File: config.mk
export PLATFORM = sky130hd
export DESIGN_NAME = pot_scan_flat
export DESIGN_NICKNAME = d
export VERILOG_FILES = /design/src/rtl/pot_scan_if.sv /design/src/rtl/pot_scan.sv /design/src/flat_wrapper.sv
export SDC_FILE = /design/constraint.sdc
export NUM_CORES = 1
export LEC_CHECK = 0
export ABC_AREA = 1
export ABC_CLOCK_PERIOD_IN_PS = 7300
export CORE_ASPECT_RATIO = 0.9
export CORE_MARGIN = 3
export CORE_UTILIZATION = 25
export DETAILED_ROUTE_END_ITERATION = 8
export HOLD_SLACK_MARGIN = 0.05
export MAX_ROUTING_LAYER = met4
export PLACE_DENSITY = 0.44
export RECOVER_POWER = 100
export SYNTH_ARGS = -nofsm -noshare
export SYNTH_HDL_FRONTEND = slang
export SYNTH_SLANG_ARGS = --single-unit
export TNS_END_PERCENT = 1
File: constraint.sdc
create_clock -name clk -period 7.3 [get_ports clk]
set_input_delay 0.73 -clock clk [delete_from_list [all_inputs] [get_ports clk]]
set_output_delay 0.73 -clock clk [all_outputs]
set_load 0.01 [all_outputs]
File: src/rtl/pot_scan_if.sv
// A2D_intf handshake bundle: the scanner (master) requests conversions and the
// converter (slave) answers with a completion pulse and the result.
interface pot_scan_if #(
  parameter int RES_W = 12
);
  logic             strt_cnv;
  logic [2:0]       chnnl;
  logic             cnv_cmplt;
  logic [RES_W-1:0] res;

  modport master (output strt_cnv, output chnnl, input cnv_cmplt, input res);
  modport slave  (input strt_cnv, input chnnl, output cnv_cmplt, output res);
endinterface

File: src/rtl/pot_scan.sv
// Round-robin slide-pot scanner: walks a channel list through the A2D handshake,
// IIR-smooths each slot and reports it through a deadband with a change strobe.
module pot_scan #(
  parameter int                    NUM_CH      = 6,
  parameter int                    RES_W       = 12,
  parameter logic [3*NUM_CH-1:0]   CHNL_MAP    = {3'd7, 3'd4, 3'd3, 3'd2, 3'd1, 3'd0},
  parameter int                    ALPHA_SH    = 2,
  parameter int                    DEADBAND    = 8,
  parameter int                    TIMEOUT_CYC = 4096
) (
  input  logic                    clk,
  input  logic                    rst,
  input  logic                    en,
  pot_scan_if.master              a2d,
  output logic [NUM_CH*RES_W-1:0] pot_out,
  output logic [NUM_CH-1:0]       pot_vld,
  output logic [NUM_CH-1:0]       chg,
  output logic                    scan_done,
  output logic                    to_err
);

  localparam int SW = (NUM_CH > 1) ? $clog2(NUM_CH) : 1;
  localparam int FW = RES_W + 2;
  localparam int TW = $clog2(TIMEOUT_CYC + 1);

  typedef enum logic [1:0] {IDLE, START, WAIT, UPDATE} state_t;

  state_t            r_state;
  logic [SW-1:0]     r_slot;
  logic [TW-1:0]     r_tmo;
  logic [RES_W-1:0]  r_res;
  logic [RES_W-1:0]  r_filt [NUM_CH];
  logic [RES_W-1:0]  r_pot  [NUM_CH];
  logic [NUM_CH-1:0] r_vld;
  logic [NUM_CH-1:0] r_chg;
  logic              r_strt;
  logic              r_done;
  logic              r_toerr;

  logic [RES_W-1:0]     w_filt_cur;
  logic [RES_W-1:0]     w_pot_cur;
  logic signed [FW-1:0] w_diff;
  logic signed [FW-1:0] w_step;
  logic signed [FW-1:0] w_sum;
  logic [RES_W-1:0]     w_filt_new;
  logic signed [FW-1:0] w_delta;
  logic [FW-1:0]        w_mag;
  logic                 w_move;
  logic                 w_last;
  logic [SW-1:0]        w_next_slot;

  assign w_filt_cur = r_filt[r_slot];
  assign w_pot_cur  = r_pot[r_slot];

  // Extra two bits keep the signed difference exact; the shifted step never
  // overshoots the sample, so the sum always fits back into RES_W bits.
  assign w_diff     = $signed({2'b00, r_res}) - $signed({2'b00, w_filt_cur});
  assign w_step     = w_diff >>> ALPHA_SH;
  assign w_sum      = $signed({2'b00, w_filt_cur}) + w_step;
  assign w_filt_new = w_sum[RES_W-1:0];

  assign w_delta = $signed({2'b00, w_filt_new}) - $signed({2'b00, w_pot_cur});
  assign w_mag   = w_delta[FW-1] ? FW'(-w_delta) : FW'(w_delta);
  assign w_move  = (w_mag > FW'(DEADBAND));

  assign w_last      = (r_slot == SW'(NUM_CH - 1));
  assign w_next_slot = w_last ? '0 : r_slot + SW'(1);

  assign a2d.strt_cnv = r_strt;
  assign a2d.chnnl    = CHNL_MAP[3*r_slot +: 3];
  assign pot_vld      = r_vld;
  assign chg          = r_chg;
  assign scan_done    = r_done;
  assign to_err       = r_toerr;

  for (genvar gi = 0; gi < NUM_CH; gi++) begin : g_pack
    assign pot_out[gi*RES_W +: RES_W] = r_pot[gi];
  end

  always_ff @(posedge clk) begin
    if (rst) begin
      r_state <= IDLE;
      r_slot  <= '0;
      r_tmo   <= '0;
      r_res   <= '0;
      r_vld   <= '0;
      r_chg   <= '0;
      r_strt  <= 1'b0;
      r_done  <= 1'b0;
      r_toerr <= 1'b0;
      for (int i = 0; i < NUM_CH; i++) begin
        r_filt[i] <= '0;
        r_pot[i]  <= '0;
      end
    end else begin
      r_strt  <= 1'b0;
      r_chg   <= '0;
      r_done  <= 1'b0;
      r_toerr <= 1'b0;
      case (r_state)
        IDLE: begin
          if (en) begin
            r_state <= START;
            r_strt  <= 1'b1;
          end
        end
        START: begin
          r_state <= WAIT;
          r_tmo   <= '0;
        end
        WAIT: begin
          // A late completion wins over a timeout landing on the same edge.
          if (a2d.cnv_cmplt) begin
            r_res   <= a2d.res;
            r_state <= UPDATE;
          end else if (r_tmo == TW'(TIMEOUT_CYC - 1)) begin
            r_toerr <= 1'b1;
            r_slot  <= w_next_slot;
            r_done  <= w_last;
            r_state <= en ? START : IDLE;
            r_strt  <= en;
          end else begin
            r_tmo <= r_tmo + TW'(1);
          end
        end
        UPDATE: begin
          if (!r_vld[r_slot]) begin
            r_filt[r_slot] <= r_res;
            r_pot[r_slot]  <= r_res;
            r_vld[r_slot]  <= 1'b1;
            r_chg[r_slot]  <= 1'b1;
          end else begin
            r_filt[r_slot] <= w_filt_new;
            if (w_move) begin
              r_pot[r_slot] <= w_filt_new;
              r_chg[r_slot] <= 1'b1;
            end
          end
          r_slot  <= w_next_slot;
          r_done  <= w_last;
          r_state <= en ? START : IDLE;
          r_strt  <= en;
        end
        default: r_state <= IDLE;
      endcase
    end
  end

endmodule

File: src/flat_wrapper.sv
// flat-port wrapper written by rule: the top's interface ports become plain ports
module pot_scan_flat 
#(
  parameter int                    NUM_CH      = 6,
  parameter int                    RES_W       = 12,
  parameter logic [3*NUM_CH-1:0]   CHNL_MAP    = {3'd7, 3'd4, 3'd3, 3'd2, 3'd1, 3'd0},
  parameter int                    ALPHA_SH    = 2,
  parameter int                    DEADBAND    = 8,
  parameter int                    TIMEOUT_CYC = 4096
)
  (clk, rst, en, pot_out, pot_vld, chg, scan_done, to_err, a2d_strt_cnv, a2d_chnnl, a2d_cnv_cmplt, a2d_res);
  pot_scan_if #(.RES_W(RES_W)) a2d_i ();
  input  logic clk;
  input  logic rst;
  input  logic en;
  output logic [NUM_CH*RES_W-1:0] pot_out;
  output logic [NUM_CH-1:0] pot_vld;
  output logic [NUM_CH-1:0] chg;
  output logic scan_done;
  output logic to_err;
  output wire logic [$bits(a2d_i.strt_cnv)-1:0] a2d_strt_cnv;
  output wire logic [$bits(a2d_i.chnnl)-1:0] a2d_chnnl;
  input wire logic [$bits(a2d_i.cnv_cmplt)-1:0] a2d_cnv_cmplt;
  input wire logic [$bits(a2d_i.res)-1:0] a2d_res;
  assign a2d_strt_cnv = a2d_i.strt_cnv;
  assign a2d_chnnl = a2d_i.chnnl;
  assign a2d_i.cnv_cmplt = a2d_cnv_cmplt;
  assign a2d_i.res = a2d_res;
  pot_scan #(.NUM_CH(NUM_CH), .RES_W(RES_W), .CHNL_MAP(CHNL_MAP), .ALPHA_SH(ALPHA_SH), .DEADBAND(DEADBAND), .TIMEOUT_CYC(TIMEOUT_CYC)) u_core (.clk(clk), .rst(rst), .en(en), .a2d(a2d_i), .pot_out(pot_out), .pot_vld(pot_vld), .chg(chg), .scan_done(scan_done), .to_err(to_err));
endmodule
* Word-level counts from Yosys, hierarchy flattened
Memories as Yosys holds them, arrays and structs flattened. A register that Yosys moved wholly into a read port is not among the register bits.
Index checks and enable logic that the tools add are counted.
** Cells by class
- $mul :: 1
- Eq/ne operators :: 10
- Shifts and indexed selects :: 1
- Muxes and demuxes :: 54
- $add $sub $neg :: 6
- Bitwise operators :: 6
- Magnitude comparators :: 3
- Reductions and logical operators :: 13
** Operator list (number)
- $mux 12 :: 4
- $mux 3 :: 9
- $mux 1 :: 26
- $mux 13 :: 2
- $pmux 13 s2 :: 1
- $sub 12x12->13 :: 2
- $reduce_or 12->1 :: 2
- $shiftx 18x6->3 const A :: 1
- $gt 14x4->1 const B :: 1
- $mux 14 :: 1
- $neg 14->14 :: 1
- $add 13x1->13 const B :: 1
- $eq 13x12->1 const B :: 1
- $add 12x11->12 :: 1
- $mux 6 :: 2
- $pmux 2 s4 :: 1
- $mux 2 :: 3
- $ne 2x2->1 const B :: 3
- $or 6x6->6 :: 1
- $pmux 3 s2 :: 1
- $reduce_and 2->1 :: 3
- $reduce_and 3->1 :: 2
- $mul 2x3->5 const A :: 1
- $eq 2x2->1 const B :: 2
- other kinds (18) :: 22
** Word-level totals
- Bits in registers :: 45
- Bits of input ports :: 16
- Word-level logic and storage cells :: 105
- Memories :: 2
- Bits in writable memories :: 144
- Output and inout port bits :: 90
** Memories
- u_core.r_filt :: words 6, width 12, rd ports 1, clocked after memory_dff 1, write ports 6, RTL line pot_scan.sv:32 : logic [RES_W-1:0] r_filt [NUM_CH];
- u_core.r_pot :: words 6, width 12, rd ports 7, clocked after memory_dff 1, write ports 6, RTL line pot_scan.sv:33 : logic [RES_W-1:0] r_pot [NUM_CH];

* Logic depth before layout (Yosys ltp)
- Depth after elaboration :: 14
- Gate-level depth with buffers :: 47
- Gate-level depth less buffers :: 42

* Worst setup path after synthesis
OpenSTA, ideal clock, no wires.
- Kind :: flip-flop to flip-flop
- From :: register (tool-made name)
- To :: memory u_core.r_pot[5][0] (enable)
- Stages on the path, launching flop included :: 44
- Path buffers :: 5
- Library setup time :: 380 ps
- Clock period less this slack :: 6714 ps
- Slack :: 586 ps
- Arrival time :: 6333 ps
- Path through :: dfxtp_1 buf_4 inv_2 buf_4 clkbuf_1 clkbuf_1 nor2_1 o22ai_1 inv_1 o21ai_0 inv_1 ha_1 nand2_1 nor2_1 nand2_1 o211ai_1 a21boi_0 o211ai_1 (+8 left out) nand2_1 inv_1 ha_1 inv_1 nor3_1 nand3_1 nand3_2 inv_2 buf_6 nand3_1 nand2_1 nor2_1 nand3_1 nor2_1 nand3_2 nor2_4 nor2_1 nor2_1
** RTL lines (RTL line)
- to (decl) :: pot_scan.sv:33

==> results.yml <==
yosys:
  synth_cells: 1432
  synthFlopType: "edfxtp_1"
  avgSynthCellArea_um2: 8.82
  synth_seq_area_share: 0.533
  synth_top_area_share: 0.457
  synth_common_cells: "nor2_1, nand2_1, edfxtp_1, inv_1, o21ai_0"
  synth_top_area_cell: "edfxtp_1"
  synth-seq-cells: 240
  synth_nets: 1497
  synth_area_leaders: "edfxtp_1, nor2_1, dfxtp_1"
  synth_most_common_cell: "nor2_1"
  synth_edf_count: 192
  syn_area_um2: 12600
  synth_warnings: 0
  ys_async_sr_fraction: 0
  synth_cell_type_count: 50
grt:
  grt_pass1_wl_um: 64600
  grt_overflow: 0
  grt_pass1_vias: 10100
  grt_max_degree: 71
  grt_usage: 0.164
  antenna_found_initial: 1
clock_tree:
  cts.clk_slew.worst_paths_ns: 0.06
  cts_root_buf: "clkbuf_16"
  cts_htree_levels: 1
  cts.path.max_buffers: 3
  cts_sinks: 240
  cts_buffers: 27
  clock_latency_ns: 0.57
  cts_tree: "done"
  cts.hold.buffers_added: 0
floorplanning:
  dieArea_um2: 53300
  die_w_um: 243
  core_area_um2: 49500
  num_rows: 77
  die_y_um: 219
  ios: 106
  initial_utilization: 0.255
critical_path:
  critPathKind: "flop to flop"
  cp-start-kind: "flop"
  timing.rr.end: "u_core.r_pot[5][0]"
  path_common_cell: "nand2_1"
  worstPathMaxFanout: 15
  end_kind: "flop"
  slowest_delay_ns: 0.36
  r2r_slack_ns: 0.62
  arrival_ns: 6.96
  crit_end: "u_core.r_pot[5][0]"
  crit_required_ns: 7.58
  reg2reg_depth: 38
  worst_path_max_delay_cell: "dfxtp_2"
placement:
  post-place-cells: 2197
  io_buffers: 105
  place_hpwl_um: 31900
  globalplace.congestion: 0.846
layout:
  fin_cells: 2253
  final_layout_size_suffix_gt1_frac: 0.0861
  fill_cells: 5278
  nets: 1625
  multi_input_area_um2: 5060
  area_growth_pct: 23.5
  fin_util: 0.315
  seqCellArea_um2: 6730
sta:
  fmaxAchievable_mhz: 150
  hold_viol_final: 0
  timing.final.crit_share: 0.915
  skew_ns: 0.0196
  slew_viol_final: 7
  relSlewSlack: -0.217
  post-route-min-period_ns: 6.68
  tns_ns: 0
  setup-violations-final: 0
  worstMarginPinSlew_ns: 1.81
status:
  violations: "max-capacitance violations, max-slew violations"
  outcome: "finished, violations left"
routing:
  via_count: 10500
  dr.pass1.iters: 5
  wl_um: 44000
  vias_per_cell: 4.64
  drc: 0
  drt_iter0_markers: 997
  drtAntennaViolNets: 0
  wl_per_cell_um: 19.5
hold_path:
  min_path_type: "flop to flop"
flow_run:
  maxCapViolCount: 1
critical path: cells and delay by family, from the launching register on:
family	cells	cell delay, ns
compound gates	11	2.01
xor+xnor	2	0.39
fa+ha+maj	3	1.00
buf+inv	8	1.29
flops	1	0.36
simple gates	14	1.32
cells by family (layout without fill, tap and decap cells):
family | after synthesis | after routing | synth area share
adders and majority gates | 49 | 49 | 0.0497
buffers and inverters | 217 | 365 | 0.0684
muxes | 2 | 2 | 0.00159
other | 0 | 2 | 0
DFF | 240 | 240 | 0.533
and+or+nand+nor | 630 | 630 | 0.210
AOI/OAI and AO/OA | 272 | 272 | 0.122
xor gates and xnor gates | 22 | 22 | 0.0153
through the flow:
step	worst slack, ns	cell area, um2	hold WS, ns
2_1_floorplan	0.586	12600	0.441
3_3_place_gp	0.282	14600	0.464
3_5_place_dp	0.261	14600	0.468
4_1_cts	0.245	15500	0.480
5_1_grt	-0.0112	15600	0.496
6_report	0.623	15600	0.476
per-layer routing:
metal | wire [um] | track usage
met5 | 0 | -
met4 | 822 | 0.0311
met3 | 2460 | 0.0252
met2 | 19000 | 0.245
met1 | 21800 | 0.236
what timing repair did:
action / 4_1_cts / 5_1_grt
gates resized for setup: 0 / 31
buffers inserted: 0 / 3
setup endpoints to repair: 0 / 170
cells in the final DEF (no fill, tap or decap), types with 10 or more instances in the layout:
cell type,instances
nand3_1,49
inv_1,148
nor2_1,302
o22ai_1,32
nor3_1,10
a21oi_1,50
dfxtp_1,46
nor2_2,15
clkbuf_16,29
xor2_1,14
clkinv_1,13
nand2_2,12
buf_4,27
clkbuf_1,19
ha_1,47
edfxtp_1,192
o21ai_0,142
nand4_1,10
clkdlybuf4s50_1,15
nand2_1,208
dlygate4sd3_1,90
final cells by class:
cell class,instances,area share
clock inverters,17,0.00907
inverters,160,0.0396
clock buffers,32,0.0445
flip-flops and latches,240,0.432
multi-input cells,975,0.325
repair buffers,156,0.0964
diodes,2,0.000321
well taps,671,0.0538
registers in the layout (all words and copies together) (netlist names), named ones only:
signal,flops
u_core.a2d.strt_cnv,1
u_core.chg,6
u_core.pot_vld,6
u_core.r_filt,96
u_core.r_pot,96
u_core.r_res,12
u_core.r_slot,3
u_core.r_state,2
u_core.r_tmo,13
u_core.scan_done,1
u_core.to_err,1
worst min path at each step:
stage	from	to	slack, ns	depth (start not counted)
CTS	u_core.pot_vld[5]	u_core.pot_vld[5]	0.48	2
floorplan	u_core.r_res[0]	u_core.r_res[0]	0.44	2
global placement	u_core.r_tmo[0]	u_core.r_tmo[0]	0.46	1
detailed placement	u_core.pot_vld[5]	u_core.pot_vld[5]	0.47	2
global route	u_core.pot_vld[4]	u_core.pot_vld[4]	0.50	2
finish	u_core.pot_vld[5]	u_core.pot_vld[5]	0.48	2
Power is not shown: default switching activity piles up to over one toggle a cycle in this logic, so the estimate is an artifact.
